$ cat src/rtl/flexdpe_out_serializer_if.sv
// flexdpe_out_serializer_if: lane-vector input and ready/valid beat output of the serializer
//   i_data_valid / i_data_bus : sparse lane vector from flexdpe
//   o_in_ready                : serializer can capture a vector this cycle
//   o_valid/o_data/o_lane/o_last, i_ready : output beat stream
//   o_count / o_overflow      : snapshot lane count and sticky drop flag
//   master: the serializer side, slave: the surrounding upstream/downstream side
interface flexdpe_out_serializer_if #(
    parameter int OUT_DATA_TYPE = 32,
    parameter int NUM_PES       = 32,
    parameter int LOG2_PES      = 5
);
    logic [NUM_PES-1:0]               i_data_valid;
    logic [NUM_PES*OUT_DATA_TYPE-1:0] i_data_bus;
    logic                             o_in_ready;
    logic                             o_valid;
    logic [OUT_DATA_TYPE-1:0]         o_data;
    logic [LOG2_PES-1:0]              o_lane;
    logic                             o_last;
    logic                             i_ready;
    logic [LOG2_PES:0]                o_count;
    logic                             o_overflow;

    modport master (
        input  i_data_valid, i_data_bus, i_ready,
        output o_in_ready, o_valid, o_data, o_lane, o_last, o_count, o_overflow
    );

    modport slave (
        output i_data_valid, i_data_bus, i_ready,
        input  o_in_ready, o_valid, o_data, o_lane, o_last, o_count, o_overflow
    );
endinterface

$ cat src/rtl/flexdpe_out_serializer.sv
// flexdpe_out_serializer: snapshots a sparse flexdpe lane vector and emits valid lanes one per beat, lowest first
//   clk : system clock
//   rst : asynchronous active-high reset
//   s   : serializer bus (vector in, o_in_ready, beat stream out, o_count, sticky o_overflow)
module flexdpe_out_serializer #(
    parameter int OUT_DATA_TYPE = 32,
    parameter int NUM_PES       = 32,
    parameter int LOG2_PES      = 5
) (
    input  logic                    clk,
    input  logic                    rst,
    flexdpe_out_serializer_if.master s
);
    localparam logic [0:0] IDLE  = 1'b0;
    localparam logic [0:0] DRAIN = 1'b1;

    logic [0:0]                       state_q, state_d;
    logic [NUM_PES-1:0]               mask_q, mask_d;
    logic [NUM_PES*OUT_DATA_TYPE-1:0] data_q, data_d;
    logic [LOG2_PES:0]                count_q, count_d;
    logic                             overflow_q, overflow_d;

    logic [LOG2_PES-1:0] lane;
    logic [LOG2_PES:0]   pop_cnt;
    logic                valid, last, pop, in_ready, any_in;

    // Lowest set mask bit wins: scan downward so the last hit is the smallest index
    always_comb begin
        lane = '0;
        for (int i = NUM_PES - 1; i >= 0; i--)
            if (mask_q[i]) lane = LOG2_PES'(i);
    end

    always_comb begin
        pop_cnt = '0;
        for (int i = 0; i < NUM_PES; i++)
            pop_cnt = pop_cnt + (LOG2_PES + 1)'(s.i_data_valid[i]);
    end

    assign valid    = state_q == DRAIN;
    // Exactly one bit left when clearing the lowest set bit leaves nothing
    assign last     = valid && ((mask_q & (mask_q - NUM_PES'(1))) == '0);
    assign pop      = valid && s.i_ready;
    // Combinational from i_ready so a new vector can land on the final pop without a bubble
    assign in_ready = !valid || (pop && last);
    assign any_in   = |s.i_data_valid;

    always_comb begin
        mask_d     = pop ? mask_q & ~(NUM_PES'(1) << lane) : mask_q;
        state_d    = (pop && last) ? IDLE : state_q;
        data_d     = data_q;
        count_d    = count_q;
        overflow_d = overflow_q || (any_in && !in_ready);
        if (in_ready && any_in) begin
            mask_d  = s.i_data_valid;
            data_d  = s.i_data_bus;
            count_d = pop_cnt;
            state_d = DRAIN;
        end
    end

    always_ff @(posedge clk or posedge rst) begin
        if (rst) begin
            state_q    <= IDLE;
            mask_q     <= '0;
            data_q     <= '0;
            count_q    <= '0;
            overflow_q <= 1'b0;
        end else begin
            state_q    <= state_d;
            mask_q     <= mask_d;
            data_q     <= data_d;
            count_q    <= count_d;
            overflow_q <= overflow_d;
        end
    end

    assign s.o_in_ready = in_ready;
    assign s.o_valid    = valid;
    assign s.o_data     = valid ? data_q[lane*OUT_DATA_TYPE +: OUT_DATA_TYPE] : '0;
    assign s.o_lane     = lane;
    assign s.o_last     = last;
    assign s.o_count    = count_q;
    assign s.o_overflow = overflow_q;
endmodule

$ cat src/flat_wrapper.sv
// flat-port wrapper written by rule: the top's interface ports become plain ports
module flexdpe_out_serializer_flat 
#(
    parameter int OUT_DATA_TYPE = 32,
    parameter int NUM_PES       = 32,
    parameter int LOG2_PES      = 5
)
  (clk, rst, s_i_data_valid, s_i_data_bus, s_i_ready, s_o_in_ready, s_o_valid, s_o_data, s_o_lane, s_o_last, s_o_count, s_o_overflow);
  flexdpe_out_serializer_if #(.OUT_DATA_TYPE(OUT_DATA_TYPE), .NUM_PES(NUM_PES), .LOG2_PES(LOG2_PES)) s_i ();
  input  logic clk;
  input  logic rst;
  input wire logic [$bits(s_i.i_data_valid)-1:0] s_i_data_valid;
  input wire logic [$bits(s_i.i_data_bus)-1:0] s_i_data_bus;
  input wire logic [$bits(s_i.i_ready)-1:0] s_i_ready;
  output wire logic [$bits(s_i.o_in_ready)-1:0] s_o_in_ready;
  output wire logic [$bits(s_i.o_valid)-1:0] s_o_valid;
  output wire logic [$bits(s_i.o_data)-1:0] s_o_data;
  output wire logic [$bits(s_i.o_lane)-1:0] s_o_lane;
  output wire logic [$bits(s_i.o_last)-1:0] s_o_last;
  output wire logic [$bits(s_i.o_count)-1:0] s_o_count;
  output wire logic [$bits(s_i.o_overflow)-1:0] s_o_overflow;
  assign s_i.i_data_valid = s_i_data_valid;
  assign s_i.i_data_bus = s_i_data_bus;
  assign s_i.i_ready = s_i_ready;
  assign s_o_in_ready = s_i.o_in_ready;
  assign s_o_valid = s_i.o_valid;
  assign s_o_data = s_i.o_data;
  assign s_o_lane = s_i.o_lane;
  assign s_o_last = s_i.o_last;
  assign s_o_count = s_i.o_count;
  assign s_o_overflow = s_i.o_overflow;
  flexdpe_out_serializer #(.OUT_DATA_TYPE(OUT_DATA_TYPE), .NUM_PES(NUM_PES), .LOG2_PES(LOG2_PES)) u_core (.clk(clk), .rst(rst), .s(s_i));
endmodule
$ cat config.mk
export PLATFORM = sky130hd
export DESIGN_NAME = flexdpe_out_serializer_flat
export DESIGN_NICKNAME = d
export VERILOG_FILES = /design/src/rtl/flexdpe_out_serializer_if.sv /design/src/rtl/flexdpe_out_serializer.sv /design/src/flat_wrapper.sv
export SDC_FILE = /design/constraint.sdc
export NUM_CORES = 2
export LEC_CHECK = 0
export BUFFER_PORTS_ARGS = -buffer_cell sky130_fd_sc_hd__buf_2
export CAP_MARGIN = 15
export CORE_AREA = 2 2 435 437
export CTS_CLUSTER_DIAMETER = 40
export DETAILED_ROUTE_END_ITERATION = 12
export DIE_AREA = 0 0 437 439
export SYNTH_ARGS = -nofsm -noshare
export SYNTH_HDL_FRONTEND = slang
export SYNTH_SLANG_ARGS = --single-unit
$ cat constraint.sdc
create_clock -name clk -period 60.5 [get_ports clk]
set_clock_uncertainty 0.15 [all_clocks]
set_input_delay 6.05 -clock clk [delete_from_list [all_inputs] [get_ports clk]]
set_output_delay 6.05 -clock clk [all_outputs]
set_load 0.01 [all_outputs]
==> metrics.cfg <==
[timing]
finalCriticalPeriod_ps = 12990
tightestPinTransition_ps = 1240
report.final.slew_viol_count = 0
hold_violation_total_from_the_final_report = 0
fmax_mhz = 77.0
grt_setup_unrepaired = no
setup_viol = 0
fin_crit_sh = 0.215
final.setup.tns_ps = 0
relSlewSlack = 0.170

[clock_tree]
tritoncts.num_buffers = 192
cts_root_buf = clkbuf_16
tritoncts = built
h_tree_depth_reported_by_cts = 4
cts_hold_repair.buffers = 0
clock_latency_on_the_worst_skew_pair_ps = 840
cts_setup_buffers = 0
cts_num_sinks = 1064
clockBufferDepth = 3
post_cts_resized = 0
clk_transition_reported_paths_ps = 60

[min_path]
timing.hold.worst_path_depth = 2
timing.hold.worst.start = u_core.data_q[153]$_DFFE_PP0P_
hold_path_end = u_core.data_q[153]$_DFFE_PP0P_
hold_path.class = flip-flop to flip-flop

[worst_setup_path]
endpoint_kind = primary output
worstSetupStartpointType = flip-flop
crit_type = flip-flop to primary output
critical_path.max_fanout = 110
r2r_cells = 12
flop_to_flop_setup_slack_ps = 53370
worstReg2RegEnd = u_core.data_q[658]$_DFFE_PP0P_
timing.rr.start = u_core.mask_q[2]$_DFFE_PP0P_
cp_data_arrival_time_ps = 6790
worst_ep_required_time_ps = 54300

[yosys]
post_synth_main_area_contributors = dfrtp_1, nand2_1, mux2i_1, o221ai_1, a211oi_1
synth_area_per_cell_sq_um = 8.51
synth.yosys.warnings = 0
netlist_instances = 5940
yosys.area.top_type_share = 0.527
yosysUniqueCellTypes = 66
synth_fp_nets = 7032
synth-async-reset-ratio = 1.00
synth_largest_area_cell = dfrtp_1
yosys_register_bits = 1064
dominantRegCellSynth = dfrtp_1
synth-edff-count = 0
mappedNetlistArea_sq_mm = 0.0505
synth.yosys.seq_area_share = 0.527

[run]
cap_viol_max_count = 0

[drt]
totalWireLength_mm = 247
wire_per_inst_um = 25.7
drt_drc_violations_left = 0
viasPerCell = 4.97
routed-via-count = 47800
dr.first_iter.drc_count = 4316
drtPass1Iterations = 6
ant_nets = 0

[final_layout]
final_design_area_no_fill_sq_mm = 0.0648
finish.net_count = 7994
final_cell_mix = nand2_1, buf_2, dfrtp_1
drive_above_1_share = 0.236
flow.area_growth_from_synthesis_pct = 28.2
final_common_cell = nand2_1
final_util = 0.346

[floorplan]
fp.dieArea_sq_mm = 0.192
fp-row-count = 159
top_level_ports = 1106
initial_core_util = 0.270
chip_width_um = 437
die-height_um = 439
core_region_area_sq_mm = 0.187

[place]
routabilityCongestion = 0.933
post_dp_cell_area_sq_mm = 0.0576
port-buffer-count = 1105
post-dp-hpwl_mm = 182

[global_routing]
grt_start_max_net_pins = 240
global_route.usage.total = 0.250
overflow = 0
grt_first_pass_wirelength_mm = 344
antenna_found_initial = 79
grt_pass1_vias = 47600

[run_status]
run_status = complete, no violations

## sequential cells by signal, indices dropped and copies added, names as in the netlist
register             flops
u_core.data_q         1024
u_core.mask_q           32
u_core.s.o_valid         1
u_core.s.o_count         6
u_core.s.o_overflow      1
## worst max-delay path by stage
stage                                  start                           end  slack, ps  cells after the start
2_1_floorplan                            rst  u_core.data_q[0]$_DFFE_PP0P_      24350                      1
3_3_place_gp                       s_i_ready                  s_o_in_ready      47750                      3
3_5_place_dp                       s_i_ready                  s_o_in_ready      47740                      3
4_1_cts        u_core.mask_q[15]$_DFFE_PP0P_                  s_o_data[29]      47380                     13
5_1_grt        u_core.mask_q[15]$_DFFE_PP0P_                  s_o_data[29]      47090                     13
6_report        u_core.mask_q[7]$_DFFE_PP0P_                  s_o_data[26]      47510                     14
## metal layers
layer / track usage / vias to the layer above / routed length, um
met5: 0 / - / 184
met4: 0.134 / 30 / 14000
met3: 0.0479 / 488 / 15600
met2: 0.408 / 2060 / 117000
met1: 0.312 / 23600 / 100000
li1: - / 21500 / -
## per-stage QoR
step	setup slack, ps	cells	hold WS [ps]
2_1_floorplan	24350	5940	290
4_1_cts	47380	9562	321
5_1_grt	47090	9594	334
6_report	47510	9610	315
3_5_place_dp	47740	9202	309
3_3_place_gp	47750	9200	303
## cell usage after synthesis, types with 20 or more instances
cell,count
dfrtp_1,1064
clkbuf_1,141
o211ai_1,21
o21ai_0,69
mux2i_1,127
or3_1,20
nor4_1,91
a211oi_1,129
a31oi_1,36
o22ai_1,119
buf_6,72
nand2_1,3171
nor3_1,123
mux2_2,64
buf_2,185
o221ai_1,129
a21oi_1,74
inv_1,60
fa_1,24
## critical path, cell delays in order, from the launching register on
cell      delay (ps)
dfrtp_1          560
nor2_1           110
o31ai_2          300
a31oi_1          100
or3_4            600
inv_6            530
nand4_4          550
buf_4            460
buf_12           240
o22ai_1          360
a211oi_1          80
buf_4            210
nor4_2          1010
o21ai_1          230
buf_2            220
## cell type report
type | instances | area [sq um]
fill | 19600 | 122000
sequential | 1064 | 26600
multi-input combinational | 4390 | 21300
timing repair buffer | 1192 | 6330
clock buffer | 215 | 5060
tap | 2495 | 3120
clock inverter | 145 | 1940
inverter | 62 | 253
antenna | 47 | 118
## cells by family (layout without fill, tap and decap cells)
group,count (synthesis),in the layout,synth area share
xor+xnor,3,3,0.000520
other cells,0,47,0
fa+ha+maj,34,34,0.0119
flops,1064,1064,0.527
compound gates,640,640,0.0887
simple gates,3522,3522,0.278
buf+inv,486,1614,0.0544
mux,191,191,0.0394
Power is not shown: default switching activity piles up to over one toggle a cycle in this logic, so the estimate is an artifact.
